--- config.mk ---
export PLATFORM = sky130hd
export DESIGN_NAME = uart_cmd_seq
export DESIGN_NICKNAME = d
export VERILOG_FILES = /design/src/rtl/uart_cmd_seq.sv
export SDC_FILE = /design/constraint.sdc
export NUM_CORES = 1
export LEC_CHECK = 0
export ABC_AREA = 0
export BUFFER_PORTS_ARGS = -buffer_cell sky130_fd_sc_hd__buf_4
export CAP_MARGIN = 10
export CORE_MARGIN = 2
export CORE_UTILIZATION = 61
export CTS_BUF_LIST = sky130_fd_sc_hd__clkbuf_16
export DETAILED_ROUTE_END_ITERATION = 8
export PLACE_DENSITY = 0.79
export SLEW_MARGIN = 20
export SYNTH_ARGS = -nofsm -noshare
export SYNTH_HDL_FRONTEND = slang
export SYNTH_SLANG_ARGS = --single-unit
--- constraint.sdc ---
create_clock -name clk -period 3.47 [get_ports clk]
set_clock_uncertainty 0.2 [all_clocks]
set_input_delay 0.5205 -clock clk [delete_from_list [all_inputs] [get_ports clk]]
set_output_delay 0.5205 -clock clk [all_outputs]
set_load 0.005 [all_outputs]
--- src/rtl/uart_cmd_seq.sv ---
// -----------------------------------------------------------------------------
// uart_cmd_seq
//
// Buffered host-command UART transmitter. Commands are pushed into a small
// FIFO and sent back-to-back as UART frames:
//     start(0) | DATA_W data bits, LSB first | optional parity | stop(1)
// An optional idle-high gap can be inserted after each stop bit.
//
// Parameters
//   DATA_W   : data bits per frame (5..9)
//   DEPTH    : FIFO entries (power of 2, >= 2)
//   BAUD_DIV : clk cycles per bit (>= 2)
//   GAP_CYC  : idle-high cycles after each stop bit (0 = none)
//   PARITY   : 0 = none, 1 = even, 2 = odd
//
// Ports
//   clk      : system clock
//   rst      : synchronous reset, active-high
//   wr_en    : push wr_data into the FIFO this cycle
//   wr_data  : command to queue
//   flush    : discard all queued entries (frame in flight completes)
//   full     : FIFO holds DEPTH entries
//   empty    : FIFO holds 0 entries
//   count    : entries queued, excluding the frame in flight
//   ovf      : sticky, a write was attempted while full (cleared by flush/rst)
//   TX       : registered serial line, idle high
//   busy     : high in every state except IDLE
//   cmd_sent : one-cycle pulse on the last cycle of each stop bit
// -----------------------------------------------------------------------------
module uart_cmd_seq #(
    parameter int DATA_W   = 8,
    parameter int DEPTH    = 8,
    parameter int BAUD_DIV = 2604,
    parameter int GAP_CYC  = 0,
    parameter int PARITY   = 0
) (
    input  logic                       clk,
    input  logic                       rst,
    input  logic                       wr_en,
    input  logic [DATA_W-1:0]          wr_data,
    input  logic                       flush,
    output logic                       full,
    output logic                       empty,
    output logic [$clog2(DEPTH+1)-1:0] count,
    output logic                       ovf,
    output logic                       TX,
    output logic                       busy,
    output logic                       cmd_sent
);

    localparam int PTR_W  = $clog2(DEPTH);
    localparam int CNT_W  = $clog2(DEPTH + 1);
    localparam int BAUD_W = $clog2(BAUD_DIV);
    localparam int BIT_W  = $clog2(DATA_W);
    localparam int GAP_W  = (GAP_CYC > 1) ? $clog2(GAP_CYC) : 1;

    localparam logic [CNT_W-1:0]  DEPTH_CNT = CNT_W'(DEPTH);
    localparam logic [BAUD_W-1:0] BAUD_LAST = BAUD_W'(BAUD_DIV - 1);
    localparam logic [BIT_W-1:0]  BIT_LAST  = BIT_W'(DATA_W - 1);
    localparam logic [GAP_W-1:0]  GAP_LAST  = GAP_W'((GAP_CYC > 0) ? GAP_CYC - 1 : 0);
    localparam logic              HAS_PAR   = (PARITY != 0);
    localparam logic              ODD_PAR   = (PARITY == 2);

    localparam logic [2:0] ST_IDLE  = 3'd0;
    localparam logic [2:0] ST_LOAD  = 3'd1;
    localparam logic [2:0] ST_START = 3'd2;
    localparam logic [2:0] ST_DATA  = 3'd3;
    localparam logic [2:0] ST_PAR   = 3'd4;
    localparam logic [2:0] ST_STOP  = 3'd5;
    localparam logic [2:0] ST_GAP   = 3'd6;

    // ------------------------------------------------------------------
    // FIFO
    // ------------------------------------------------------------------
    logic [DATA_W-1:0] mem [DEPTH];
    logic [DATA_W-1:0] head_reg;
    logic [PTR_W-1:0]  wr_ptr_reg;
    logic [PTR_W-1:0]  rd_ptr_reg;
    logic [CNT_W-1:0]  count_reg;
    logic              ovf_reg;

    logic [2:0]        state_reg;
    logic              pop;
    logic              wr_ok;
    logic              ovf_set;

    assign full    = (count_reg == DEPTH_CNT);
    assign empty   = (count_reg == '0);
    assign count   = count_reg;
    assign ovf     = ovf_reg;

    // The head entry leaves the FIFO only in LOAD. A write while full is
    // still accepted when it coincides with that pop, since a slot frees up.
    assign pop     = (state_reg == ST_LOAD);
    assign wr_ok   = wr_en && !flush && (!full || pop);
    assign ovf_set = wr_en && !flush && full && !pop;

    // Storage with a registered read. head_reg continuously tracks the entry
    // at rd_ptr; any entry is written at least one cycle before LOAD samples
    // head_reg, so the registered copy is always current when it is used.
    always_ff @(posedge clk) begin
        if (wr_ok) begin
            mem[wr_ptr_reg] <= wr_data;
        end
        head_reg <= mem[rd_ptr_reg];
    end

    always_ff @(posedge clk) begin
        if (rst) begin
            wr_ptr_reg <= '0;
            rd_ptr_reg <= '0;
            count_reg  <= '0;
            ovf_reg    <= 1'b0;
        end else if (flush) begin
            // The entry popped in a same-cycle LOAD is already on its way
            // into the shift register, so the pointers can simply restart.
            wr_ptr_reg <= '0;
            rd_ptr_reg <= '0;
            count_reg  <= '0;
            ovf_reg    <= 1'b0;
        end else begin
            if (wr_ok) begin
                wr_ptr_reg <= wr_ptr_reg + 1'b1;
            end
            if (pop) begin
                rd_ptr_reg <= rd_ptr_reg + 1'b1;
            end
            case ({wr_ok, pop})
                2'b10:   count_reg <= count_reg + 1'b1;
                2'b01:   count_reg <= count_reg - 1'b1;
                default: count_reg <= count_reg;
            endcase
            if (ovf_set) begin
                ovf_reg <= 1'b1;
            end
        end
    end

    // ------------------------------------------------------------------
    // Transmit FSM
    // ------------------------------------------------------------------
    logic [2:0]        state_next;
    logic [BAUD_W-1:0] baud_reg,  baud_next;
    logic [BIT_W-1:0]  bit_reg,   bit_next;
    logic [GAP_W-1:0]  gap_reg,   gap_next;
    logic [DATA_W-1:0] shift_reg, shift_next;
    logic              par_reg,   par_next;
    logic              tx_reg,    tx_next;
    logic              cmd_sent_reg, cmd_sent_next;
    logic              baud_end;
    logic [2:0]        follow_state;

    assign baud_end = (baud_reg == BAUD_LAST);

    // Where to go once a frame (and its gap) is over. A same-cycle flush
    // empties the FIFO, so it must not launch another LOAD.
    assign follow_state = (!empty && !flush) ? ST_LOAD : ST_IDLE;

    always_comb begin
        state_next = state_reg;
        baud_next  = baud_reg;
        bit_next   = bit_reg;
        gap_next   = gap_reg;
        shift_next = shift_reg;
        par_next   = par_reg;

        case (state_reg)
            ST_IDLE: begin
                if (!empty && !flush) begin
                    state_next = ST_LOAD;
                end
            end

            ST_LOAD: begin
                shift_next = head_reg;
                par_next   = (^head_reg) ^ ODD_PAR;
                baud_next  = '0;
                bit_next   = '0;
                state_next = ST_START;
            end

            ST_START: begin
                if (baud_end) begin
                    baud_next  = '0;
                    bit_next   = '0;
                    state_next = ST_DATA;
                end else begin
                    baud_next = baud_reg + 1'b1;
                end
            end

            ST_DATA: begin
                if (baud_end) begin
                    baud_next = '0;
                    if (bit_reg == BIT_LAST) begin
                        state_next = HAS_PAR ? ST_PAR : ST_STOP;
                    end else begin
                        bit_next   = bit_reg + 1'b1;
                        shift_next = shift_reg >> 1;
                    end
                end else begin
                    baud_next = baud_reg + 1'b1;
                end
            end

            ST_PAR: begin
                if (baud_end) begin
                    baud_next  = '0;
                    state_next = ST_STOP;
                end else begin
                    baud_next = baud_reg + 1'b1;
                end
            end

            ST_STOP: begin
                if (baud_end) begin
                    baud_next = '0;
                    if (GAP_CYC > 0) begin
                        gap_next   = '0;
                        state_next = ST_GAP;
                    end else begin
                        state_next = follow_state;
                    end
                end else begin
                    baud_next = baud_reg + 1'b1;
                end
            end

            ST_GAP: begin
                if (gap_reg == GAP_LAST) begin
                    gap_next   = '0;
                    state_next = follow_state;
                end else begin
                    gap_next = gap_reg + 1'b1;
                end
            end

            default: begin
                state_next = ST_IDLE;
            end
        endcase

        // The line level is decoded from the next state so that the
        // registered TX changes on exactly the same edge as the state.
        case (state_next)
            ST_START: tx_next = 1'b0;
            ST_DATA:  tx_next = shift_next[0];
            ST_PAR:   tx_next = par_next;
            default:  tx_next = 1'b1;
        endcase

        cmd_sent_next = (state_next == ST_STOP) && (baud_next == BAUD_LAST);
    end

    always_ff @(posedge clk) begin
        if (rst) begin
            state_reg    <= ST_IDLE;
            baud_reg     <= '0;
            bit_reg      <= '0;
            gap_reg      <= '0;
            shift_reg    <= '0;
            par_reg      <= 1'b0;
            tx_reg       <= 1'b1;
            cmd_sent_reg <= 1'b0;
        end else begin
            state_reg    <= state_next;
            baud_reg     <= baud_next;
            bit_reg      <= bit_next;
            gap_reg      <= gap_next;
            shift_reg    <= shift_next;
            par_reg      <= par_next;
            tx_reg       <= tx_next;
            cmd_sent_reg <= cmd_sent_next;
        end
    end

    assign TX       = tx_reg;
    assign busy     = (state_reg != ST_IDLE);
    assign cmd_sent = cmd_sent_reg;

endmodule

==> results list, run 1 <==
* Multi-input gate area: about 1900 sq um
- Top routing layer in use: met4
- The core region is 7690 sq um.
- In the synthesized netlist the async set-or-reset flop fraction comes to 0%.
* Initial antenna violation count: 0
* Final ANT Viol Nets: 0
- Number of buffers inserted during clock tree synthesis: 9
* Largest net degree at the start of global routing: 28
- In this run, post-CTS hold repair placed 0 buffers.
- Slew at the pin with the worst max-slew slack: roughly 0.91 ns
* Clk Tree Root Cell: clkbuf_16
- Crit path capture type: flop
* Met3 Wirelength: 425 microns
* Detailed-placement wirelength estimate: 6100 microns
* RSZ-0062 raised after global routing: no
- Clock latency on the worst-skew pair, taken at its later pin, is 0.35 ns.
- Setup violations remaining at the end of the flow were counted as 0.
* Die Y: 93.1 microns
* Setup crit start: baud_reg[0]
* Post-cts repair resize count: 0
* Post-Syn Nets: around 400
- In the final timing run, aggregate negative setup slack is 0 ns.
* Row Count: 32
* Ant diodes: 0
* Count of clock tree sinks: 112
* Number of fill cells in the layout: 531
- Number of flip-flops and latches in the synthesized netlist: 112
* Number of global-route vias before repair: 2990
- The worst setup path is launched from a flop.
- At the worst endpoint, the arrival time is approximately 2.8 ns.
* IO Port Bufs: 21
* Wire length of the first global-routing pass: between 15000 and 20000 microns
- Worst Path Buf+Inv: 0
- Area growth from synthesis to layout: 12.8%
- In the final routing, the length of wire on met1 measures 4010 microns.
- Library cell occupying the most area in the post-synthesis netlist: edfxtp_1
- Critical Path, Cell by Cell: ha_1 -> nand4bb_1 -> or4_4 -> a21o_1 -> a211o_1 -> or3_1 -> a21oi_2
- Once layout is complete, the utilization of the core stands at 71.0%.
- Max cap viols: 0
- Number of setup buffers added after CTS: 0
* Net count reported at finish: around 430
- The startpoint identified for the worst register-to-register timing path is baud_reg[0].
* Final critical-path share of the clock period: 79.5%
- In this run the cell area of the synthesized design comes to 4840 sq um.
- Top-Level Pins: 22
- Primary flip-flop cell chosen by synthesis mapping: edfxtp_1
- The path class of the tightest hold or removal check is input pin to flop.
- The register with the most flip-flops in the layout has 64 of them.
- Critical Path Max Stage Delay: 0.48 ns
* Pins Over Slew Limit: 0
- Average routed wire per standard cell: 18.3 microns
* Sequential cell area: 2880 sq um
- After the first detailed-routing iteration, the DRC count stood at 164.
- The routed design could run at a clock period as short as 2.76 ns.
- Worst Path Max Fanout: 8
* First-pass iteration count of the detailed router: 4
- Endpoint required time on the critical path: 3.55 ns
* Slew margin rel.: 39.1%
- Power density normalized to cell area: 492 nW/um^2
- WL final: 9410 microns
- The die is between 90 and 100 microns wide.
* Routed via count: around 3.1k
- Number of standard cells after synthesis: about 380
- Worst hold start: wr_data[2]
- Once the floorplan was initialized, standard cells occupied 62.9% of the core.
* Clock transition at path regs: 0.09 ns
- Summed over its instances, the top area cell type makes up 39.7% of the synthesized netlist area.
* Commonest cells after routing, fill and taps aside: edfxtp_1 (64), dfxtp_1 (48), nor2_1 (40)
- Maximum achievable frequency: 0.362 GHz
* YS warnings: 0
- The analysis attributes to cell leakage a power of 1.85 nW.
- Final hold viol count: 0
- Placer's final routability congestion estimate: ~0.87
- The post-route netlist has 21.4% of its cells at a drive strength greater than 1.
- Yosys attributes the largest share of cell area to edfxtp_1 (40%), dfxtp_1 (20%), mux4_2 (7.4%), nor2_1 (3.1%), nand2_1 (2.4%).
- The critical path is of the flop to flop type.
- The floorplan step defined a die boundary enclosing 8660 sq um.
* Residual DRC count: 0
* Maximum buffer depth of the clock tree: 2
* Number of flops mapped to enable cells by yosys: between 60 and 70
- Slowest cell on crit path: or4_4
- In this run the number of H-tree levels came out at 3.
- Summed over all nets, wire length on met2 after detailed routing comes to a little under 5000 microns.
- Top cell family by delay on the critical path: simple AND/OR/NAND/NOR gates
- IR Drop Worst-Case VDD: about 0.00037 V
- The synthesized netlist contains 60 unique library cells.
* TritonCTS clock tree: yes
- The total overflow left after global routing is 0.
- Ratio of routed vias to standard cells: between 6 and 7
- Leading cell type in the layout, fill and taps excluded: edfxtp_1
* GR Util All Layers: 23.0%
* Avg Inst Size Synth: ~13 sq um
- Sequential area share after synthesis: 59.6%
- Status: finished clean
cells by family (layout without fill, tap and decap cells):
group,count (synthesis),count (layout),share of synthesized area (%)
and+or+nand+nor,127,127,13.7
DFF,112,112,59.6
AOI/OAI and AO/OA,63,63,8.97
muxes,30,30,10.6
buffers and inverters,21,54,1.91
xor gates and xnor gates,17,17,3.08
adders and majority gates,8,8,2.22
Yosys cell counts (2+ instances only):
| library cell | count |
|---|---|
| mux2i_1 | 6 |
| mux2_2 | 8 |
| buf_1 | 2 |
| nand2b_1 | 6 |
| clkbuf_1 | 11 |
| a21oi_1 | 20 |
| a22oi_1 | 10 |
| buf_2 | 2 |
| a2bb2oi_1 | 2 |
| ha_1 | 7 |
| nor3_1 | 8 |
| nand4bb_1 | 2 |
| nand3_1 | 6 |
| nand4_1 | 4 |
| o21ai_0 | 5 |
| and4_1 | 2 |
| a211oi_1 | 5 |
| nor2_1 | 40 |
| a21o_1 | 3 |
| xnor2_1 | 11 |
| a211o_1 | 2 |
| a31oi_1 | 4 |
| edfxtp_1 | 64 |
| and3_1 | 2 |
| nand2_1 | 31 |
| inv_1 | 4 |
| mux4_2 | 16 |
| dfxtp_1 | 48 |
| and2_1 | 3 |
| o211ai_1 | 2 |
| xor2_1 | 6 |
| or2_2 | 2 |
| nor4_1 | 3 |
| nor2b_1 | 3 |
| or2_0 | 2 |
| or3_1 | 2 |
metal layers:
layer	vias to the layer above	track usage, %
met3	12	5.24
met2	86	39.1
met4	0	7.23
met1	1526	29.5
met5	-	0
li1	1471	-
where the power goes:
part	switching (W)	internal, W	leakage (nW)	total, W
Sequential	0.0000205	0.00142	0.969	0.00144
Combinational	0.0000987	0.0000782	0.727	0.000177
Clock	0.000533	0.000532	0.154	0.00107
Total	0.000653	0.00203	1.85	0.00269
final cells by class:
cell class | count | area share (%)
clock inverters | 7 | 1.63
clock buffers | 9 | 4.13
flip-flops and latches | 112 | 52.8
repair buffers | 34 | 4.68
well taps | 102 | 2.34
multi-input cells | 245 | 34.1
inverters | 4 | 0.275
stage by stage:
stage | setup slack [ns] | cell area (sq um) | cells | power (W) | hold WS [ns]
global route | 0.556 | 5460 | 513 | 0.00277 | 0.184
finish | 0.711 | 5460 | 513 | 0.00269 | 0.198
CTS | 0.733 | 5460 | 513 | 0.00270 | 0.184
global placement | 0.823 | 5140 | 497 | 0.00164 | 0.244
detailed placement | 0.757 | 5140 | 497 | 0.00165 | 0.249
floorplan | 0.967 | 4840 | 378 | 0.00159 | 0.236
path summary, 6_finish.rpt:
check / depth (start not counted) / slack [ns] / end
min reg2reg: 2 / 0.26 / shift_reg[3]
min: 1 / 0.20 / mem[6][2]
max: 7 / 0.71 / bit_reg[0]
max reg2reg: 7 / 0.71 / bit_reg[0]
No activity file was read; power rests on OpenSTA's default activity.
==> run 2: changes to the inputs <==
CORE_UTILIZATION = 55   (was 61)
PLACE_DENSITY = 0.75   (was 0.79)
clock period = 2.5 ns   (was 3.47 ns; I/O delays follow)
==> run 2 against run 1 <==
Compared with the run above:
- first-iteration DRC count fell by 6.7%
- non-clock buffer count rose by 18
- via count rose by 0.61%
- die area rose by 10%
- sequential power rose by 39%
- largest power group unchanged
==> results list, run 2 (synthesized netlist as in run 1, its figures left out) <==
- Worst Path Max Fanout: 5 (-3)
* Total power: 0.00375 W (+40%)
- IO Port Bufs: 21 (unchanged)
* Detailed-placement wirelength estimate: 6210 microns (+1.8%)
- TritonCTS built the clock tree.
* Number of setup buffers added after CTS: 0 (unchanged)
* Routed via count: 3114 (+0.61%)
- The slew at the pin closest to its max-slew limit came to 0.489 ns (-0.424 ns).
* Final cell utilization of the core: 65.2% (-5.8 points)
- Power share of the clock group: 39.6% (about the same)
- Die Area: 9560 sq um (+10%)
- Cell-internal power: 0.00283 W (+39%)
- Final hold viol count: 0 (unchanged)
- Net count reported at finish: 444 (+4.2%)
- The worst slack at placement came to 0.102 ns (-0.655 ns).
* Worst R2R Setup Slack: 0.12 ns (-0.59 ns)
- Number of global-route vias before repair: 3082 (+3.1%)
- Crit path capture type: flop
- GR Util All Layers: 20.7% (-2.2 points)
* Count of clock tree sinks: 112 (unchanged)
* Area growth from synthesis to layout: 16.3%
- Fraction of power spent switching nets: 24.5% (+0.20 points)
* Number of cells traversed by the worst hold path: 1 (unchanged)
- The total net switching power was 0.000919 W (+41%).
- Leading cell type in the layout, fill and taps excluded: edfxtp_1
* Initial antenna violation count: 0 (unchanged)
* Core footprint: 8640 sq um (+12%)
- The largest net degree at the start of global routing is 28 (unchanged).
- Largest register FFs: 64 (unchanged)
- Final hold slack: 0.0433 ns (-0.155 ns)
- CP Class: flop to flop
- Clock Latency Late Sink: 0.35 ns (about the same)
* Residual DRC count: 0 (unchanged)
- First-pass iteration count of the detailed router: 5 (+1)
* Number of buffers inserted during clock tree synthesis: 9 (unchanged)
- Wire length of the first global-routing pass: 15400 microns (+2.7%)
- The detail-routed via count per cell came to 5.80 (-3.9%).
- Cell area after placement: 5290 sq um (+2.8%)
- Fraction of power consumed by combinational cells: 7.1% (+0.5 points)
- The run finished with clean final reports.
* Hold buffers post-CTS: 0 (unchanged)
* Time the final worst path needs with I/O delays and setup: 2.38 ns (-0.381 ns)
- The number of cells traversed by the worst register-to-register path was 8 (+1).
- Placer's final routability congestion estimate: 0.900 (+4.0%)
* Average routed wire per standard cell: 17.6 microns (-4.0%)
- The leftover overflow at the end of global routing came to 0 (unchanged).
* Die width: 97.8 microns (+5.1%)
- The maximum clock frequency came to 0.420 GHz (+16%).
* WL final: 9460 microns (+0.54%)
* Register share of total power: 53.2% (-0.5 points)
* IR Drop Worst-Case VDD: 0.000474 V (+28%)
- The number of DRC violations after detailed-routing iteration 0 was 153 (-6.7%).
* H-Tree Depth: 3 (unchanged)
- Worst path arrival time: 2.46 ns (-0.38 ns)
- Final ANT Viol Nets: 0 (unchanged)
* Final critical-path share of the clock period: 95.1% (+16 points)
- The layout cell share with drive strength beyond 1 is 25.6% (+4.2 points).
* Final non-filler cell area: 5630 sq um (+3.1%)
* Max cap viols: 0 (unchanged)
* Clock transition at path regs: 0.09 ns (about the same)
* Maximum buffer depth of the clock tree: 2 (unchanged)
- In the layout the commonest cells are edfxtp_1 (64), buf_4 (52), dfxtp_1 (46).
- Clk Tree Root Cell: clkbuf_16
* Die Y: 97.8 microns (+5.1%)
- The final critical-path setup slack is 0.122 ns (-0.589 ns).
- STA classifies the critical path startpoint as a flop.
- The max-slew violation count was 0 (unchanged).
- Ant diodes: 0 (unchanged)
- The path class of the tightest hold or removal check is input pin to flop.
- The placement row count is 34 (+6.3%).
- The boundary pin count is 22 (unchanged).
- The reported leakage power came to 1.95 nW (+5.2%).
- Number of endpoints failing setup at the final stage: 0 (unchanged)
- The max-slew headroom at the worst pin was 67.4% (+28 points).
- The initial cell density of the core came to 56.0% (-6.9 points).
- Power density normalized to cell area: 667 nW/um^2 (+35%)
- The critical path data required time was 2.58 ns (-0.97 ns).
-- run 2: final timing paths --
kind                                    from           end
worst max register to register   baud_reg[1]    bit_reg[2]
worst min-delay path              wr_data[3]     mem[4][3]
worst max-delay path             baud_reg[1]    bit_reg[2]
worst min register to register  shift_reg[4]  shift_reg[4]
-- run 2: what timing repair did --
item                       in CTS  in global routing
setup endpoints to repair       0                  3
hold endpoints to repair        0                  0
gates resized for setup         0                  5
-- run 2: metal layers --
layer  part of all wire, %  global-route usage, %  up-vias
met5                     0                      0        -
met4                   1.9                   6.94        0
met2                    51                   35.1       67
met3                   3.1                   4.37       19
met1                    44                   27.0     1516
li1                      -                      -     1512
-- run 2: metrics by stage --
step / instances / TNS, ns
floorplan: 378 / 0
global placement: 521 / 0
detailed placement: 521 / 0
CTS: 537 / 0
global route: 537 / -0.0167
finish: 537 / 0
-- run 2: critical path, stage by stage (launching register included) --
cell and delay (ns):
dfxtp_1 0.34, ha_2 0.18, nand4bb_1 0.15, or4_4 0.46, a21o_1 0.17, a211o_1 0.31
buf_4 0.15, or2_0 0.22, a21oi_1 0.13
-- run 2: final cells by class --
cell class	count	area, sq um
Fill cell	622	3010
Sequential cell	112	2890
Multi-Input combinational cell	245	1880
Timing Repair Buffer	52	390
Clock buffer	9	225
Tap cell	108	135
Clock inverter	7	93.8
Inverter	4	15.0
-- run 2: power by group through the flow --
stage	Clock [W]	Combinational [W]	Sequential [W]
after global placement	0	0.000259	0.00204
final	0.00149	0.000268	0.00200
after global routing	0.00159	0.000295	0.00200
after floorplan	0	0.000168	0.00203
after CTS	0.00151	0.000266	0.00200
after detailed placement	0	0.000264	0.00204
